[config.mk]
export PLATFORM = sky130hd
export DESIGN_NAME = led_fade_pwm
export DESIGN_NICKNAME = d
export VERILOG_FILES = /design/src/rtl/led_pkg.sv /design/src/rtl/led_fade_chan.sv /design/src/rtl/led_fade_pwm.sv
export SDC_FILE = /design/constraint.sdc
export NUM_CORES = 1
export LEC_CHECK = 0
export CAP_MARGIN = 5
export CORE_UTILIZATION = 55
export CTS_BUF_LIST = sky130_fd_sc_hd__clkbuf_4 sky130_fd_sc_hd__clkbuf_8
export DETAILED_ROUTE_END_ITERATION = 10
export HOLD_SLACK_MARGIN = 0.08
export PLACE_DENSITY = 0.76
export SETUP_SLACK_MARGIN = 0.1
export SYNTH_ARGS = -nofsm -noshare
export SYNTH_HDL_FRONTEND = slang
export SYNTH_HIERARCHICAL = 1
export SYNTH_SLANG_ARGS = --single-unit
[constraint.sdc]
create_clock -name clk -period 2.79 [get_ports clk]
set_input_delay 0.279 -clock clk [delete_from_list [all_inputs] [get_ports clk]]
set_output_delay 0.279 -clock clk [all_outputs]
set_load 0.005 [all_outputs]
[src/rtl/led_pkg.sv]
// Shared parameters and helpers for the LED fade/PWM driver.
// Imported by the top and the per-channel fade module.
package led_pkg;

  localparam int LEDS_DEF      = 8;
  localparam int PWM_W_DEF     = 4;
  localparam int DECAY_DIV_DEF = 16;

  function automatic int lvl_max(input int w);
    return (1 << w) - 1;
  endfunction

endpackage

[src/rtl/led_fade_chan.sv]
// One LED channel: brightness level with priority update,
// plus a registered PWM comparator driving the pin.
module led_fade_chan
  import led_pkg::*;
#(
  parameter int PWM_W = PWM_W_DEF
) (
  input  logic             clk,
  input  logic             rst,
  input  logic             enable_i,
  input  logic             pat_i,
  input  logic             tick_i,
  input  logic [PWM_W-1:0] cnt_i,
  output logic             led_o
);

  localparam logic [PWM_W-1:0] LMAX = PWM_W'(lvl_max(PWM_W));

  logic [PWM_W-1:0] lvl_q, lvl_d;
  logic             led_q, led_d;

  // A set pattern bit outranks a decay tick on the same clk.
  always_comb begin
    lvl_d = lvl_q;
    if (!enable_i) begin
      lvl_d = '0;
    end else if (pat_i) begin
      lvl_d = LMAX;
    end else if (tick_i && (lvl_q != '0)) begin
      lvl_d = lvl_q - 1'b1;
    end
  end

  always_comb begin
    led_d = enable_i & ((lvl_q == LMAX) | (cnt_i < lvl_q));
  end

  always_ff @(posedge clk or posedge rst) begin
    if (rst) begin
      lvl_q <= '0;
      led_q <= 1'b0;
    end else begin
      lvl_q <= lvl_d;
      led_q <= led_d;
    end
  end

  assign led_o = led_q;

endmodule

[src/rtl/led_fade_pwm.sv]
// LED bar driver: shared PWM/frame/decay timing and
// one fade channel per LED.
module led_fade_pwm
  import led_pkg::*;
#(
  parameter int LEDS      = LEDS_DEF,
  parameter int PWM_W     = PWM_W_DEF,
  parameter int DECAY_DIV = DECAY_DIV_DEF
) (
  input  logic            clk,
  input  logic            rst,
  input  logic            enable,
  input  logic [LEDS-1:0] pattern,
  output logic [LEDS-1:0] led,
  output logic            frame
);

  localparam logic [PWM_W-1:0] LMAX = PWM_W'(lvl_max(PWM_W));
  localparam int DW = (DECAY_DIV > 1) ? $clog2(DECAY_DIV) : 1;
  localparam logic [DW-1:0] DLAST = DW'(DECAY_DIV - 1);

  logic [PWM_W-1:0] cnt_q, cnt_d;
  logic [DW-1:0]    dcnt_q, dcnt_d;
  logic             frame_q, frame_d;
  logic             decay_tick;

  always_comb begin
    cnt_d   = '0;
    frame_d = 1'b0;
    dcnt_d  = '0;
    if (enable) begin
      cnt_d   = cnt_q + 1'b1;
      frame_d = (cnt_q == LMAX);
      dcnt_d  = dcnt_q;
      if (frame_q) begin
        dcnt_d = (dcnt_q == DLAST) ? '0 : dcnt_q + 1'b1;
      end
    end
  end

  always_ff @(posedge clk or posedge rst) begin
    if (rst) begin
      cnt_q   <= '0;
      dcnt_q  <= '0;
      frame_q <= 1'b0;
    end else begin
      cnt_q   <= cnt_d;
      dcnt_q  <= dcnt_d;
      frame_q <= frame_d;
    end
  end

  assign decay_tick = frame_q & (dcnt_q == DLAST);
  assign frame      = frame_q;

  for (genvar i = 0; i < LEDS; i++) begin : g_ch
    led_fade_chan #(
      .PWM_W(PWM_W)
    ) u_ch (
      .clk     (clk),
      .rst     (rst),
      .enable_i(enable),
      .pat_i   (pattern[i]),
      .tick_i  (decay_tick),
      .cnt_i   (cnt_q),
      .led_o   (led[i])
    );
  end

endmodule
==> reports/metrics.csv, run 1 <==
metric,value,unit
grt_pass1_vias,2553,
p_int,1.11,mW
dp_hpwl,4590,um
firstDrtPassIters,4,
synth_edf_count,0,
cts_resized,0,
reg2reg_to,g_ch[1].u_ch/lvl_q[3],
netlist_instances,338,
required,2980,ps
max_stage_delay,550,ps
syn_area_per_cell,9.69,um2
die_w,79.2,um
wl,6500,um
worst_ep_arrival_time,2370,ps
synth_flop_cell,dfrtp_1,
combPwrFrac,0.187,
synth_seq_area_share,0.374,
final_max_slew_viol_count,0,
postCtsSetupRepairBufs,0,
utilization,0.658,
ant_nets,0,
clkTransAtPathRegs,90,ps
cts_tree,done,
drive_gt1_frac,0.0811,
grt_overflow,0,
p_leak,1.66,nW
grt_antenna_before_repair,0,
peakVddDrop,320,uV
fin_nets,422,
synth.largest_area_cell,dfrtp_1,
io_pins,20,
switching_share,0.290,
critPathLaunchType,flip-flop,
power_density,422,mW/mm2
ys_seq_elements,49,
wire_per_inst,14.7,um
numCtsBuffers,5,
power_frac_seq,0.526,
grt.total_usage,0.230,
power,1.56,mW
final_area,0.00369,mm2
die_h,79.2,um
yosys_warnings,6,
row_count,27,
fin_crit,2180,ps
gp_congestion,0.840,
cts.sinks,49,
holdWs,555,ps
worst_slack,609,ps
die-area,0.00627,mm2
dpl.cell_count,434,
dp_slack,625,ps
rsz0062_at_grt,false,
grt_max_degree,50,
crit_slowest_cell,and4_2,
fin_setup_tns,0,ps
cap_viol_max_count,0,
antenna_cells,0,
hold_class,input pin to async pin,
worst_r2r_path_depth,4,
drt_iter0_drc,116,
portBuffers,19,
end_kind,flip-flop,
synth_area,0.00327,mm2
area_growth,12.6,%
path_max_fanout,23,
worstSkewPairLatency,310,ps
ys_async_sr_fraction,1.00,
worst_pin_slew,509,ps
fin_crit_sh,0.782,
avgViaCountPerCell,5.85,
ys_top_cells_by_area,"dfrtp_1 (37%), ha_1 (16%), inv_1 (5.6%)",
r2r_slack,610,ps
syn_nets,391,
dpl-instance-area,0.00359,mm2
critical_path_class,flip-flop to flip-flop,
clkPwrFrac,0.286,
yosys.area.top_type_share,0.374,
switching_power,0.451,mW
fillers,482,
cts-hold-fix-buffers,0,
ctsLongestPathBuffers,2,
clock_tree.root_cell,clkbuf_8,
critical_path.cell_chain,"ha_1, and4_2, or4b_4, o311a_1",
final-setup-viol-count,0,
max_slew_margin,0.660,
grt_pass1_wl,11400,um
status,"finished, final reports clean",
coreArea,0.00561,mm2
fmax,0.458,GHz
drc_errors,0,
fin_skew,11.5,ps
synth_cell_types,28,
hold_viol,0,
htree_levels,2,
synth_common_cells,"dfrtp_1 (49), inv_1 (49), ha_1 (42)",
vias,2585,
fin_cells,442,
reg2reg_from,dcnt_q[0],
initial_utilization,0.584,
final cells by class:
| type | count | area, um2 | share of cell area |
|---|---|---|---|
| tap | 72 | 90.1 | 0.0244 |
| sequential | 49 | 1230 | 0.332 |
| multi-input combinational | 240 | 1860 | 0.505 |
| clock buffer | 6 | 82.6 | 0.0224 |
| timing repair buffer | 24 | 228 | 0.0617 |
| clock inverter | 2 | 13.8 | 0.00373 |
| inverter | 49 | 184 | 0.0499 |
critical path: cells and delay by family (launching register included):
kind | cells | cell delay (ps)
fa+ha+maj | 1 | 230
compound gates | 1 | 340
flops | 1 | 420
simple gates | 2 | 1070
power by group through the flow:
| stage | Clock [mW] | Sequential, mW | Combinational (mW) |
|---|---|---|---|
| 3_3_place_gp | 0 | 0.833 | 0.280 |
| 2_1_floorplan | 0 | 0.818 | 0.186 |
| 4_1_cts | 0.461 | 0.820 | 0.294 |
| 3_5_place_dp | 0 | 0.834 | 0.292 |
| 5_1_grt | 0.488 | 0.829 | 0.334 |
| 6_report | 0.446 | 0.820 | 0.292 |
metal layers:
layer	vias to the layer above	GRT usage	part of all wire
li1	1297	-	-
met1	1249	0.286	0.48
met2	35	0.407	0.49
met3	4	0.0391	0.028
met4	0	0.0618	0.0055
met5	-	0	0
worst max-delay path by stage:
stage	from	end	slack, ps	cells after the start
after global placement	dcnt_q[0]	g_ch[1].u_ch/lvl_q[3]	690	4
after CTS	dcnt_q[0]	g_ch[1].u_ch/lvl_q[3]	600	4
final	dcnt_q[0]	g_ch[1].u_ch/lvl_q[3]	610	4
after global routing	dcnt_q[0]	g_ch[1].u_ch/lvl_q[3]	500	4
after detailed placement	dcnt_q[0]	g_ch[3].u_ch/lvl_q[3]	620	4
after floorplan	dcnt_q[0]	g_ch[0].u_ch/lvl_q[3]	710	4
cell usage in the layout (no fill, tap or decap), types with 9 or more instances in the layout:
| master | n |
|---|---|
| o31a_1 | 16 |
| ha_1 | 42 |
| inv_1 | 49 |
| dfrtp_1 | 49 |
| a21boi_0 | 9 |
| nand3b_1 | 9 |
| nor3b_1 | 16 |
| clkdlybuf4s50_1 | 19 |
| a21oi_1 | 17 |
| nand3_1 | 19 |
| o21ai_0 | 16 |
| nor2_1 | 24 |
| nand2_1 | 9 |
logic make-up after synthesis:
kind of cell               Yosys count  share of synthesized area
adders and majority gates           42                      0.160
xor gates and xnor gates             3                    0.00803
DFF                                 49                      0.374
and+or+nand+nor                    102                      0.189
muxes                                1                    0.00306
buffers and inverters               49                     0.0562
AOI/OAI and AO/OA                   92                      0.209
flip-flops by register name, indices dropped and copies added (netlist names):
name	count
g_ch.u_ch/led_o	8
cnt_q	4
g_ch.u_ch/lvl_q	32
dcnt_q	4
frame	1
(Power assumes the default switching activity.)
==> inputs of run 2 (changes only) <==
- clock period: 2.79 -> 2.2 ns (I/O delays scaled with it)
==> run 2 against run 1 <==
  * Clock power grew 31%
  * Combinational power grew 28%
  * Sequential share of layout area shrank 0.19 points
  * Clock skew shrank 7.3 ps
  * Final area grew 0.58%
  * Via count grew 3.3%
  * First-iteration DRC count shrank 0.86%
  * Sequential power grew 27%
  * Worst hold slack lost 81 ps
  * Critical path type unchanged
  * Largest cell class unchanged
==> reports/metrics.csv, run 2 (synthesized netlist as in run 1, its figures left out) <==
metric,value,unit,change
endpoint,g_ch[3].u_ch/lvl_q[3],,
die_w,79.2,um,unchanged
dp_hpwl,4780,um,+4.2%
clkTransAtPathRegs,90,ps,about the same
fin_cells,444,,+0.45%
die-area,0.00627,mm2,unchanged
max_slew_margin,0.671,,+0.0102
end_kind,flip-flop,,
p_leak,1.67,nW,+0.88%
drive_gt1_frac,0.0860,,+0.00494
hold_class,input pin to async pin,,
grt_overflow,0,,unchanged
gp_congestion,0.863,,+2.8%
worstSkewPairLatency,310,ps,about the same
r2r_slack,180,ps,-430 ps
critPathLaunchType,flip-flop,,
power_density,539,mW/mm2,+28%
coreArea,0.00561,mm2,unchanged
worst_pin_slew,494,ps,-15.2 ps
io_pins,20,,unchanged
status,"finished, final reports clean",,
rsz0062_at_grt,false,,
fin_crit_sh,0.918,,+0.136
crit_start,dcnt_q[0],,
ant_nets,0,,unchanged
antenna_cells,0,,unchanged
crit_slowest_cell,or4b_4,,
grt_antenna_before_repair,0,,unchanged
final_max_slew_viol_count,0,,unchanged
reg2reg_from,dcnt_q[0],,
final-setup-viol-count,0,,unchanged
wl,6860,um,+5.6%
area_growth,13.3,%,
max_stage_delay,500,ps,-50 ps
critical_path.cell_chain,"ha_1, and4_4, or4b_4, o311a_1",,
row_count,27,,unchanged
cts_tree,done,,
initial_utilization,0.584,,unchanged
grt.total_usage,0.246,,+0.0164
postCtsSetupRepairBufs,0,,unchanged
cts_resized,1,,+1
fin_skew,4.21,ps,-7.32 ps
drc_errors,0,,unchanged
drt_iter0_drc,115,,-0.86%
fin_crit,2020,ps,-163 ps
top_register,g_ch.u_ch/lvl_q,,
largest_reg_flops,32,,unchanged
mostFrequentLayoutCells,"inv_1 (49), dfrtp_1 (49), ha_1 (42), nor2_1 (24)",,
path_max_fanout,17,,-26%
cts.sinks,49,,unchanged
fin_setup_tns,0,ps,unchanged
grt_max_degree,50,,unchanged
utilization,0.662,,+0.00379
portBuffers,19,,unchanged
ctsLongestPathBuffers,2,,unchanged
dpl-instance-area,0.00361,mm2,+0.42%
firstDrtPassIters,4,,unchanged
worst_ep_arrival_time,2210,ps,-160 ps
fin_nets,424,,+0.47%
crit_buf_inv,0,,unchanged
cp_top_family,simple AND/OR/NAND/NOR gates,,
htree_levels,2,,unchanged
required,2390,ps,-590 ps
wire_per_inst,15.5,um,+5.1%
multi_input_area,0.00187,mm2,about the same
numCtsBuffers,5,,unchanged
seqCellArea,0.00123,mm2,unchanged
vias,2670,,+3.3%
clock_tree.root_cell,clkbuf_8,,
final_area,0.00371,mm2,+0.58%
hold_viol,0,,unchanged
cap_viol_max_count,0,,unchanged
cts-hold-fix-buffers,0,,unchanged
grt_pass1_vias,2703,,+5.9%
fillers,462,,-4.1%
avgViaCountPerCell,6.01,,+2.8%
grt_pass1_wl,12000,um,+5.3%
peakVddDrop,379,uV,+18%
worst_r2r_path_depth,4,,unchanged
critical_path_class,flip-flop to flip-flop,,
reg2reg_to,g_ch[3].u_ch/lvl_q[3],,
path_depth,4,,unchanged
die_h,79.2,um,unchanged
dpl.cell_count,436,,+0.46%
fmax,0.495,GHz,+8.1%
[run 2: cell count changes in the layout (fill, tap and decap cells not counted), sizes merged]
cell / change
buf: +2
clkbuf: +1
clkinv: -1
[run 2: worst min-delay path by stage]
stage	endpoint	from	cells past startpoint
6_report	g_ch[2].u_ch/lvl_q[2]	rst	2
5_1_grt	g_ch[2].u_ch/lvl_q[3]	rst	2
4_1_cts	g_ch[2].u_ch/led_o	rst	2
3_5_place_dp	g_ch[2].u_ch/led_o	g_ch[2].u_ch/lvl_q[2]	2
3_3_place_gp	dcnt_q[1]	dcnt_q[1]	2
2_1_floorplan	g_ch[0].u_ch/led_o	rst	1
[run 2: metal layers]
layer / global-route usage / wire [um]
met1: 0.300 / 3130
met2: 0.428 / 3400
met3: 0.0402 / 251
met4: 0.104 / 74
met5: 0 / 0
[run 2: power breakdown]
group | switching [mW] | internal, mW
sequential | 0.0801 | 0.962
combinational | 0.187 | 0.188
clock | 0.299 | 0.284
total | 0.566 | 1.43
[run 2: per-stage QoR]
step | hold slack [ps] | setup WS (ps) | total power, mW
after floorplan | -1.48 | 116 | 1.27
after global placement | 592 | 169 | 1.41
after detailed placement | 598 | 102 | 1.43
after CTS | 462 | 200 | 2.02
after global routing | 518 | 125 | 2.12
final | 474 | 181 | 2.00
[run 2: area by class of cell]
class,instances,area share
clock buffer,7,0.0260
multi-input combinational,240,0.503
clock inverter,1,0.00135
timing repair buffer,26,0.0654
sequential,49,0.331
inverter,49,0.0496
tap,72,0.0243
==> inputs of run 3 (changes only) <==
- clock period: 2.2 -> 2.4 ns (I/O delays scaled with it)
==> run 3 against run 2 <==
  * Non-clock buffer count shrank 2
  * Final area shrank 1.2%
  * Final cell count shrank 0.90%
  * Critical path type unchanged
  * Sequential share of layout area grew 0.39 points
  * Clock-buffer cell count shrank 2
  * Largest power group unchanged
  * Wire length shrank 4.7%
  * Largest cell class unchanged
  * Combinational power shrank 9.6%
==> reports/metrics.csv, run 3 (synthesized netlist as in run 1, its figures left out) <==
metric,value,unit,change
wire_per_inst,14.9,um,-3.8%
worst_slack,247,ps,+66.1 ps
fmax,0.465,GHz,-6.2%
numCtsBuffers,5,,unchanged
htree_levels,2,,unchanged
cts_resized,0,,-1
initial_utilization,0.584,,unchanged
largest_reg_flops,32,,unchanged
fin_cells,440,,-0.90%
ant_nets,0,,unchanged
ctsLongestPathBuffers,2,,unchanged
top_register,g_ch.u_ch/lvl_q,,
worst_pin_slew,497,ps,+3.02 ps
clkTransAtPathRegs,90,ps,about the same
final-setup-viol-count,0,,unchanged
utilization,0.654,,-0.00781
postCtsSetupRepairBufs,0,,unchanged
cts_tree,done,,
cts-hold-fix-buffers,0,,unchanged
dpl.cell_count,434,,-0.46%
io_pins,20,,unchanged
p_leak,1.65,nW,-1.6%
status,"finished, final reports clean",,
grt_pass1_wl,11500,um,-4.4%
row_count,27,,unchanged
drc_errors,0,,unchanged
p_int,1.24,mW,-13%
switching_share,0.289,,+0.00628
combPwrFrac,0.193,,+0.006
grt_antenna_before_repair,0,,unchanged
critical_path_class,flip-flop to flip-flop,,
drive_gt1_frac,0.0761,,-0.00993
firstDrtPassIters,4,,unchanged
worstSkewPairLatency,300,ps,about the same
final_max_slew_viol_count,0,,unchanged
coreArea,0.00561,mm2,unchanged
power_density,478,mW/mm2,-11%
dp_hpwl,4580,um,-4.3%
hold_viol,0,,unchanged
grt_overflow,0,,unchanged
drt_iter0_drc,120,,+4.3%
vias,2614,,-2.1%
fin_skew,13.3,ps,+9.09 ps
die-area,0.00627,mm2,unchanged
end_kind,flip-flop,,
fin_nets,422,,-0.47%
final_area,0.00367,mm2,-1.2%
dpl-instance-area,0.00359,mm2,-0.42%
critPathLaunchType,flip-flop,,
die_w,79.2,um,unchanged
wl,6540,um,-4.7%
die_h,79.2,um,unchanged
gp_congestion,0.876,,+1.4%
required,2590,ps,+200 ps
area_growth,12.0,%,
path_max_fanout,21,,+4
avgViaCountPerCell,5.94,,-1.2%
clkPwrFrac,0.262,,-0.030
portBuffers,19,,unchanged
mostFrequentLayoutCells,"inv_1 (49), dfrtp_1 (49), ha_1 (42), nor2_1 (24)",,
fin_crit_sh,0.897,,-0.0207
fin_setup_tns,0,ps,unchanged
clock_tree.root_cell,clkbuf_8,,
power,1.75,mW,-12%
cap_viol_max_count,0,,unchanged
holdWs,473,ps,-1.14 ps
grt.total_usage,0.231,,-0.0146
max_slew_margin,0.669,,-0.00201
grt_max_degree,50,,unchanged
antenna_cells,0,,unchanged
grt_pass1_vias,2554,,-5.5%
peakVddDrop,373,uV,-1.7%
power_frac_seq,0.544,,+0.023
worst_ep_arrival_time,2340,ps,+130 ps
rsz0062_at_grt,false,,
cts.sinks,49,,unchanged
dp_slack,276,ps,+174 ps
fin_crit,2150,ps,+134 ps
switching_power,0.507,mW,-11%
hold_class,input pin to async pin,,
## run 3: path summary, 6_finish.rpt
kind,startpoint,end,slack [ps],cells past startpoint
max,dcnt_q[0],g_ch[6].u_ch/lvl_q[3],250,4
min,rst,g_ch[2].u_ch/led_o,470,2
min in group clk,g_ch[7].u_ch/lvl_q[2],g_ch[7].u_ch/led_o,620,2
min reg2reg,g_ch[7].u_ch/lvl_q[2],g_ch[7].u_ch/led_o,620,2
max in group asynchronous,rst,cnt_q[3],1580,2
max reg2reg,dcnt_q[0],g_ch[6].u_ch/lvl_q[3],250,4
## run 3: power by group through the flow
stage               Clock (mW)  Sequential, mW  Combinational, mW
floorplan                    0           0.951              0.216
global placement             0           0.969              0.326
detailed placement           0           0.970              0.339
CTS                      0.479           0.954              0.341
global route             0.501           0.964              0.391
finish                   0.459           0.954              0.339
## run 3: final cells by class
cell class	instances	area (um2)
Clock inverter	1	5.00
Timing Repair Buffer	24	228
Multi-Input combinational cell	240	1860
Sequential cell	49	1230
Tap cell	72	90.1
Clock buffer	5	68.8
Inverter	49	184
Fill cell	484	1940
## run 3: worst max-delay path: stages, from the launching register on
cell	delay [ps]
dfrtp_1	410
ha_1	220
and4_2	530
or4b_4	520
o311a_1	350
## run 3: per-layer routing
metal | vias to the layer above | GRT usage | wire (um)
li1 | 1294 | - | -
met4 | 0 | 0.0673 | 73
met1 | 1274 | 0.301 | 3200
met3 | 7 | 0.0391 | 178
met2 | 39 | 0.394 | 3080
met5 | - | 0 | 0
